File: src/rtl/watch_pkg.sv
// Shared watch definitions: alarm FSM state encoding and time-of-day limits.
// The watch counter and the alarm stage both import this package.
package watch_pkg;

  typedef enum logic [1:0] {
    ST_IDLE    = 2'd0,
    ST_RINGING = 2'd1,
    ST_SNOOZE  = 2'd2
  } state_e;

  localparam int unsigned C_SEC_MAX  = 59;
  localparam int unsigned C_MIN_MAX  = 59;
  localparam int unsigned C_HOUR_MAX = 23;

endpackage

File: src/rtl/sec_tick_det.sv
// Change detector on the seconds bus: o_tick is high in any cycle where i_sec
// differs from its value in the previous cycle.
module sec_tick_det #(
  parameter int unsigned P_SEC_BIT = 6
) (
  input  logic                 clk,
  input  logic                 reset,
  input  logic [P_SEC_BIT-1:0] i_sec,
  output logic                 o_tick
);

  logic [P_SEC_BIT-1:0] prev_sec_d, prev_sec_q;

  always_comb begin
    prev_sec_d = i_sec;
    o_tick     = (i_sec != prev_sec_q);
  end

  always_ff @(posedge clk) begin
    if (reset) prev_sec_q <= '0;
    else       prev_sec_q <= prev_sec_d;
  end

endmodule

File: src/rtl/watch_alarm.sv
// Alarm stage behind the watch time counter: programmable alarm time, ring/snooze
// FSM with per-state second counter, registered ring request.
module watch_alarm
  import watch_pkg::*;
#(
  parameter int unsigned P_SEC_BIT    = 6,
  parameter int unsigned P_MIN_BIT    = 6,
  parameter int unsigned P_HOUR_BIT   = 5,
  parameter int unsigned P_RING_SEC   = 60,
  parameter int unsigned P_SNOOZE_SEC = 300,
  parameter int unsigned P_MAX_SNOOZE = 3
) (
  input  logic                  clk,
  input  logic                  reset,
  input  logic [P_SEC_BIT-1:0]  i_sec,
  input  logic [P_MIN_BIT-1:0]  i_min,
  input  logic [P_HOUR_BIT-1:0] i_hour,
  input  logic                  i_alarm_en,
  input  logic                  i_set_valid,
  input  logic [P_HOUR_BIT-1:0] i_set_hour,
  input  logic [P_MIN_BIT-1:0]  i_set_min,
  input  logic                  i_snooze,
  input  logic                  i_stop,
  output logic                  o_ring,
  output logic [1:0]            o_state,
  output logic [1:0]            o_snooze_cnt,
  output logic [P_HOUR_BIT-1:0] o_alarm_hour,
  output logic [P_MIN_BIT-1:0]  o_alarm_min,
  output logic                  o_set_err
);

  localparam logic [8:0] RING_LAST   = 9'(P_RING_SEC - 1);
  localparam logic [8:0] SNOOZE_LAST = 9'(P_SNOOZE_SEC - 1);
  localparam logic [1:0] SNOOZE_MAX  = 2'(P_MAX_SNOOZE);

  state_e                state_d, state_q;
  logic [8:0]            cnt_d, cnt_q;
  logic [1:0]            snz_d, snz_q;
  logic [P_HOUR_BIT-1:0] hour_d, hour_q;
  logic [P_MIN_BIT-1:0]  min_d, min_q;
  logic                  set_err_d, set_err_q;
  logic                  ring_d, ring_q;
  logic                  sec_tick, trigger, set_ok;

  sec_tick_det #(.P_SEC_BIT(P_SEC_BIT)) u_sec_tick_det (
    .clk    (clk),
    .reset  (reset),
    .i_sec  (i_sec),
    .o_tick (sec_tick)
  );

  always_comb begin
    state_d   = state_q;
    cnt_d     = cnt_q;
    snz_d     = snz_q;
    hour_d    = hour_q;
    min_d     = min_q;
    set_err_d = 1'b0;
    // Trigger uses the stored alarm time, so a same-cycle set compares against the old value.
    trigger = sec_tick && (i_sec == '0) && (i_min == min_q) && (i_hour == hour_q);
    set_ok  = (i_set_hour <= P_HOUR_BIT'(C_HOUR_MAX)) && (i_set_min <= P_MIN_BIT'(C_MIN_MAX));

    if (i_set_valid) begin
      if (set_ok) begin
        hour_d = i_set_hour;
        min_d  = i_set_min;
      end else begin
        set_err_d = 1'b1;
      end
    end

    case (state_q)
      ST_IDLE: begin
        if (i_alarm_en && trigger) begin
          state_d = ST_RINGING;
          cnt_d   = '0;
          snz_d   = '0;
        end
      end
      ST_RINGING: begin
        if (!i_alarm_en || i_stop) begin
          state_d = ST_IDLE;
          cnt_d   = '0;
        end else if (i_snooze && (snz_q < SNOOZE_MAX)) begin
          state_d = ST_SNOOZE;
          cnt_d   = '0;
          snz_d   = snz_q + 2'd1;
        end else if (sec_tick) begin
          if (cnt_q == RING_LAST) begin
            state_d = ST_IDLE;
            cnt_d   = '0;
          end else begin
            cnt_d = cnt_q + 9'd1;
          end
        end
      end
      ST_SNOOZE: begin
        if (!i_alarm_en || i_stop) begin
          state_d = ST_IDLE;
          cnt_d   = '0;
        end else if (sec_tick) begin
          if (cnt_q == SNOOZE_LAST) begin
            state_d = ST_RINGING;
            cnt_d   = '0;
          end else begin
            cnt_d = cnt_q + 9'd1;
          end
        end
      end
      default: begin
        state_d = ST_IDLE;
        cnt_d   = '0;
      end
    endcase

    ring_d = (state_d == ST_RINGING);
  end

  always_ff @(posedge clk) begin
    if (reset) begin
      state_q   <= ST_IDLE;
      cnt_q     <= '0;
      snz_q     <= '0;
      hour_q    <= '0;
      min_q     <= '0;
      set_err_q <= 1'b0;
      ring_q    <= 1'b0;
    end else begin
      state_q   <= state_d;
      cnt_q     <= cnt_d;
      snz_q     <= snz_d;
      hour_q    <= hour_d;
      min_q     <= min_d;
      set_err_q <= set_err_d;
      ring_q    <= ring_d;
    end
  end

  assign o_ring       = ring_q;
  assign o_state      = state_q;
  assign o_snooze_cnt = snz_q;
  assign o_alarm_hour = hour_q;
  assign o_alarm_min  = min_q;
  assign o_set_err    = set_err_q;

endmodule

File: config.mk
export PLATFORM = sky130hd
export DESIGN_NAME = watch_alarm
export DESIGN_NICKNAME = d
export VERILOG_FILES = /design/src/rtl/watch_pkg.sv /design/src/rtl/sec_tick_det.sv /design/src/rtl/watch_alarm.sv
export SDC_FILE = /design/constraint.sdc
export NUM_CORES = 1
export LEC_CHECK = 0
export ABC_AREA = 0
export CAP_MARGIN = 10
export CORE_AREA = 3 3 67 69
export DETAILED_ROUTE_END_ITERATION = 10
export DIE_AREA = 0 0 70 72
export PLACE_DENSITY = 0.75
export SETUP_SLACK_MARGIN = 0.4
export SLEW_MARGIN = 5
export SYNTH_ARGS = -nofsm -noshare
export SYNTH_HDL_FRONTEND = slang
export SYNTH_SLANG_ARGS = --single-unit
File: constraint.sdc
create_clock -name clk -period 2.87 [get_ports clk]
set_input_delay 0.861 -clock clk [delete_from_list [all_inputs] [get_ports clk]]
set_output_delay 0.861 -clock clk [all_outputs]
set_load 0.05 [all_outputs]
==> impl_metrics.env, run 1 <==
export IMPL_hold_viol=0
export IMPL_status="complete, no violations"
export IMPL_rsz0062_at_grt="false"
export IMPL_drtIter0Drc=125
export IMPL_placed_area_sq_um=2396
export IMPL_drive_above_1_share_pct=11.74
export IMPL_max_slew_margin_pct=65.77
export IMPL_crit_fanout=6
export IMPL_ys_ff_latch=32
export IMPL_drt_vias_per_instance=5.338
export IMPL_clk_pin_slew_ns=0.07
export IMPL_avgSynthCellArea_sq_um=8.884
export IMPL_hold_ws_ns=0.4913
export IMPL_cpPeakStageDelay_ns=0.84
export IMPL_clkLatencyLatePin_ns=0.28
export IMPL_worstRegToRegCells=9
export IMPL_grt_max_degree=33
export IMPL_worst_path_buf_inv=1
export IMPL_fp_dieH_um=72
export IMPL_grt_pass1_vias=1606
export IMPL_fp_dieW_um=70
export IMPL_grt_antenna_before_repair=0
export IMPL_final_cells=314
export IMPL_antenna_cells=0
export IMPL_hold_depth=2
export IMPL_cts_buffers=5
export IMPL_antenna_left=0
export IMPL_syn_inst=200
export IMPL_setup_viol_count_final=0
export IMPL_design_area_sq_um=2560
export IMPL_initial_core_util_pct=44.74
export IMPL_drt_pass1_iterations=4
export IMPL_gr_usage_all_layers_pct=18.76
export IMPL_finalWirelength_um=4632
export IMPL_maxCapViolCount=0
export IMPL_path_cells="clkdlybuf4s50_1"
export IMPL_post_route_min_period_ns=2.410
export IMPL_path_delay_family="buffers and inverters"
export IMPL_cp_slowest_cell="clkdlybuf4s50_1"
export IMPL_cts_sinks=32
export IMPL_cts_root_buf="clkbuf_8"
export IMPL_worstSetupPathType="reg -> out"
export IMPL_drv_slew=0
export IMPL_final_common_cell="clkdlybuf4s50_1"
export IMPL_hpwl_um=3475
export IMPL_critPathRequiredTime_ns=2.01
export IMPL_port_buffers=50
export IMPL_yosysWarningCount=0
export IMPL_wl_per_cell_um=14.75
export IMPL_clock_skew_ns=0.007452
export IMPL_pin_count=51
export IMPL_worst_slew_pin_slew_ns=0.5118
export IMPL_regArea_sq_um=640.6
export IMPL_critPathCaptureType="output pin"
export IMPL_synth_cell_types=46
export IMPL_clk_path_buf_depth=2
export IMPL_fmax_mhz=415.0
export IMPL_fillers=368
export IMPL_critPathArrivalTime_ns=1.55
export IMPL_dieArea_sq_um=5040
export IMPL_core_sq_um=3971
export IMPL_cts_tree="done"
export IMPL_place_inst=304
export IMPL_num_rows=23
export IMPL_tns_ns=0
export IMPL_gp_congestion=0.9043
export IMPL_num_vias=1676
export IMPL_hold_buffers=0
export IMPL_leakagePower_nw=1.125
export IMPL_async_flop_share_pct=0
export IMPL_grt_ovfl_total=0
export IMPL_yosysSeqAreaShare_pct=36.06
export IMPL_synth_edff_count=0
export IMPL_grt_pass1_wl_um=7617
export IMPL_startpoint_type="flop"
export IMPL_mappedNetlistArea_sq_um=1777
export IMPL_htree_levels=2
export IMPL_syn_nets=240
export IMPL_ys_flop_type="dfxtp_1"
export IMPL_drc=0
export IMPL_finalPower_w=0.001010
export IMPL_multiInputGateArea_sq_um=1091
export IMPL_cp_num_cells=1
export IMPL_p_per_area_nw_per_um2=394.4
export IMPL_peakVddDrop_uv=267.2
export IMPL_fin_crit_sh_pct=83.96
export IMPL_layout_nets=303
export IMPL_final_cell_mix="clkdlybuf4s50_1, dfxtp_1, nor2_1"
export IMPL_hold_path_class="reg -> reg"
export IMPL_area_delta_synth_final_pct=44.08
synth_stat cells (all sizes together), types with 3 or more instances:
cell type | n | area share (%)
a211oi | 3 | 1.3
nor2 | 24 | 5.1
inv | 5 | 1.1
and3 | 4 | 1.4
xnor2 | 11 | 5.4
nand2 | 12 | 2.5
ha | 6 | 4.2
nand2b | 4 | 1.4
a32o | 5 | 2.8
nor3 | 6 | 1.7
mux2i | 12 | 6.8
buf | 3 | 1.3
nor2b | 7 | 2.5
xor2 | 6 | 3.0
nand3 | 6 | 1.7
dfxtp | 32 | 36
nor4 | 3 | 2.6
clkbuf | 4 | 0.84
o21ai | 6 | 1.9
nor3b | 6 | 2.5
a21oi | 7 | 2.0
tightest hold or removal path: cells and delay by family (launching register included):
family | cells | cell delay (ns)
AND/OR/NAND/NOR | 1 | 0.07
flip-flops | 1 | 0.32
AO/OA/AOI/OAI | 1 | 0.05
through the flow:
| step | util (%) | setup slack [ns] |
|---|---|---|
| after floorplan | - | 0.5700 |
| after global placement | 60.33 | 0.07044 |
| after detailed placement | 60.33 | 0.04742 |
| after CTS | 62.89 | 0.3955 |
| after global routing | 64.46 | 0.4006 |
| final | 64.46 | 0.4602 |
area by class of cell:
| type | instances | area share [%] |
|---|---|---|
| flip-flops and latches | 32 | 25.02 |
| inverters | 6 | 0.8798 |
| clock inverters | 2 | 0.3910 |
| multi-input cells | 155 | 42.62 |
| well taps | 50 | 2.444 |
| repair buffers | 63 | 25.42 |
| clock buffers | 6 | 3.226 |
final timing paths:
path | end | slack [ns] | from
setup / recovery | o_state[1] | 0.46 | o_state[1]$_SDFF_PP0_
hold / removal | cnt_q[1]$_SDFFE_PP0P_ | 0.49 | cnt_q[1]$_SDFFE_PP0P_
hold reg to reg | cnt_q[1]$_SDFFE_PP0P_ | 0.49 | cnt_q[1]$_SDFFE_PP0P_
setup reg to reg | cnt_q[4]$_SDFFE_PP0P_ | 0.76 | o_state[0]$_SDFF_PP0_
cell families after synthesis:
family	after synthesis	share of synthesized area (%)
XOR/XNOR	17	8.380
adder cells (fa/ha/maj)	6	4.225
AND/OR/NAND/NOR	82	25.63
AO/OA/AOI/OAI	38	15.49
buffers and inverters	13	3.450
flip-flops	32	36.06
multiplexers	12	6.761
repair_timing:
item	4_1_cts	5_1_grt
resized for setup	3	15
pin swaps	6	17
endpoints found under the setup margin	7	13
cloned	0	1
setup buffers	1	0
registers in the layout (all words and copies together), names as in the netlist:
signal,count
o_state,2
o_alarm_hour,5
u_sec_tick_det.prev_sec_q,6
cnt_q,9
o_snooze_cnt,2
o_ring,1
o_alarm_min,6
o_set_err,1
layer usage:
metal	up-vias	global-route usage [%]	part of all wire (%)
met5	-	0	0
met4	0	6.596	0.89
met3	4	4.432	4.0
met2	37	32.84	51
met1	792	22.60	44
li1	843	-	-
where the power goes:
group	total, W	switching, W	internal [W]
Clock	0.000359	0.000168	0.000191
Sequential	0.000469	0.0000107	0.000459
Combinational	0.000181	0.0000911	0.0000902
Note: power is estimated with default switching activity, not from simulation.
==> run 2: changes to the inputs <==
--- a/config.mk
+++ b/config.mk
@@ -7,10 +7,10 @@
 export LEC_CHECK = 0
 export ABC_AREA = 0
 export CAP_MARGIN = 10
-export CORE_AREA = 3 3 67 69
+export CORE_AREA = 3 3 69 71
 export DETAILED_ROUTE_END_ITERATION = 10
-export DIE_AREA = 0 0 70 72
-export PLACE_DENSITY = 0.75
+export DIE_AREA = 0 0 72 74
+export PLACE_DENSITY = 0.74
 export SETUP_SLACK_MARGIN = 0.4
 export SLEW_MARGIN = 5
 export SYNTH_ARGS = -nofsm -noshare
==> constraint.sdc (replaced) <==
create_clock -name clk -period 2.2 [get_ports clk]
set_input_delay 0.66 -clock clk [delete_from_list [all_inputs] [get_ports clk]]
set_output_delay 0.66 -clock clk [all_outputs]
set_load 0.05 [all_outputs]
==> run 2 against run 1 <==
Wire length up 10%. Global-route usage increased by 0.55 points. Clock power increased by 30%. Critical path depth increased by 7. Clock skew decreased by 0.0021 ns. Register-to-register slack got worse by 0.51 ns. Sequential share of layout area shrank 3.1 points. Largest power group unchanged.
==> impl_metrics.env, run 2 (synthesis results as in run 1) <==
export IMPL_area_delta_synth_final_pct=68.03
export IMPL_power_share_switching_pct=26.81
export IMPL_grt_pass1_wl_um=7948
export IMPL_fmax_mhz=509.6
export IMPL_drt_vias_per_instance=5.230
export IMPL_r2r_end="cnt_q[3]$_SDFFE_PP0P_"
export IMPL_grt_ovfl_total=0
export IMPL_drtIter0Drc=78
export IMPL_cp_slowest_cell="nor4_2"
export IMPL_clock_skew_ns=0.005355
export IMPL_grt_max_degree=31
export IMPL_placed_area_sq_um=2447
export IMPL_hpwl_um=3169
export IMPL_critPathRequiredTime_ns=2.37
export IMPL_antenna_cells=0
export IMPL_largest_reg_flops=9
export IMPL_cts_buffers=5
export IMPL_hold_start="cnt_q[1]$_SDFFE_PP0P_"
export IMPL_worst_slew_pin_slew_ns=0.4863
export IMPL_path_cells="buf_6, xor2_1, nor4_2, nand2_1, o22a_4, buf_6, and2_4, a32o_1"
export IMPL_fin_crit_sh_pct=89.20
export IMPL_worst_r2r_startpoint="o_state[1]$_SDFF_PP0_"
export IMPL_critPathArrivalTime_ns=2.14
export IMPL_worstSetupPathType="in -> reg"
export IMPL_drt_pass1_iterations=4
export IMPL_clk_pin_slew_ns=0.06
export IMPL_clk_path_buf_depth=2
export IMPL_core_sq_um=4294
export IMPL_crit_fanout=8
export IMPL_post_route_min_period_ns=1.962
export IMPL_maxCapViolCount=0
export IMPL_cpPeakStageDelay_ns=0.29
export IMPL_critPathCaptureType="flop"
export IMPL_drv_slew=0
export IMPL_port_buffers=50
export IMPL_fp_dieH_um=74
export IMPL_p_int_w=0.0009971
export IMPL_setup_viol_count_final=0
export IMPL_cts_root_buf="clkbuf_8"
export IMPL_max_slew_margin_pct=67.71
export IMPL_worstRegToRegCells=7
export IMPL_rsz0062_at_grt="true"
export IMPL_design_area_sq_um=2985
export IMPL_final_cell_mix="buf_4, dfxtp_1, nor2_1"
export IMPL_cts_sinks=32
export IMPL_hold_path_class="reg -> reg"
export IMPL_regMostFlops="cnt_q"
export IMPL_pin_count=51
export IMPL_htree_levels=2
export IMPL_p_per_area_nw_per_um2=456.3
export IMPL_num_vias=1752
export IMPL_clkLatencyLatePin_ns=0.29
export IMPL_tns_ns=0
export IMPL_drc=0
export IMPL_cts_tree="done"
export IMPL_leakagePower_nw=1.248
export IMPL_grt_pass1_vias=1756
export IMPL_drive_above_1_share_pct=45.58
export IMPL_wl_per_cell_um=15.20
export IMPL_peakVddDrop_uv=310.1
export IMPL_fillers=346
export IMPL_sequentialPowerShare_pct=45.2
export IMPL_hold_path_end="cnt_q[1]$_SDFFE_PP0P_"
export IMPL_fp_dieW_um=72
export IMPL_gp_congestion=0.8637
export IMPL_status="complete, no violations"
export IMPL_clkPwrFrac_pct=34.4
export IMPL_hold_buffers=0
export IMPL_power_frac_comb_pct=20.4
export IMPL_dieArea_sq_um=5328
export IMPL_num_rows=24
export IMPL_startpoint="i_sec[0]"
export IMPL_p_sw_w=0.0003652
export IMPL_startpoint_type="primary input"
export IMPL_antenna_left=0
export IMPL_hold_viol=0
export IMPL_gr_usage_all_layers_pct=19.31
export IMPL_grt_antenna_before_repair=0
export IMPL_final_common_cell="buf_4"
export IMPL_layout_nets=322
export IMPL_hold_depth=2
export IMPL_r2r_setup_slack_ns=0.25
export IMPL_final_util_pct=69.52
export IMPL_finalWirelength_um=5093
export IMPL_crit_top_cell="buf_6"
export IMPL_initial_core_util_pct=41.38
-- run 2: worst max path at each step --
stage          slack [ns]               endpoint  cells past startpoint
2_1_floorplan        0.17  cnt_q[4]$_SDFFE_PP0P_                      7
3_3_place_gp        -0.35  cnt_q[4]$_SDFFE_PP0P_                      7
3_5_place_dp        -0.40  cnt_q[5]$_SDFFE_PP0P_                      7
4_1_cts              0.23  cnt_q[3]$_SDFFE_PP0P_                      8
5_1_grt              0.17  cnt_q[3]$_SDFFE_PP0P_                      7
6_report             0.24  cnt_q[3]$_SDFFE_PP0P_                      8
-- run 2: power groups by stage --
stage                     clock network (W)  registers (W)  logic [W]
final                              0.000468       0.000616   0.000278
after global routing               0.000506       0.000618   0.000298
after CTS                          0.000485       0.000615   0.000253
after detailed placement                  0       0.000627   0.000246
after global placement                    0       0.000627   0.000244
after floorplan                           0       0.000670  0.0000791
-- run 2: per-layer routing --
metal	track usage [%]	part of all wire, %	wire length (um)
met1	22.34	42	2134
met3	5.405	4.8	244
met2	33.98	52	2631
met4	7.516	1.6	82
met5	0	0	0
-- run 2: metrics by stage --
step                      cells  worst slack, ns  hold slack [ns]  power (W)
final                       335           0.2375           0.4827   0.001362
after global routing        335           0.1668           0.4915   0.001421
after CTS                   332           0.2325           0.5124   0.001352
after detailed placement    312          -0.4021           0.4880  0.0008727
after global placement      312          -0.3466           0.4762  0.0008709
after floorplan             200           0.1680           0.4575  0.0007493
-- run 2: area by class of cell --
class | count | area [sq um] | area share (%)
Clock buffer | 8 | 90.09 | 3.018
Inverter | 6 | 22.52 | 0.7544
Tap cell | 52 | 65.06 | 2.179
Multi-Input combinational cell | 155 | 1366 | 45.77
Timing Repair Buffer | 82 | 787.0 | 26.36
Sequential cell | 32 | 654.4 | 21.92
-- run 2: worst max-delay path, delay by kind of cell --
kind,cells,cell delay [ns]
and+or+nand+nor,3,0.63
AOI/OAI and AO/OA,2,0.46
buffers and inverters,2,0.23
xor gates and xnor gates,1,0.16
-- run 2: timing repair --
item / CTS / global route
endpoints found under the hold margin: 0 / 0
buffers inserted: 12 / 2
gates cloned: 0 / 1
endpoints found under the setup margin: 27 / 25
pin swaps: 41 / 33
gates resized for setup: 133 / 42
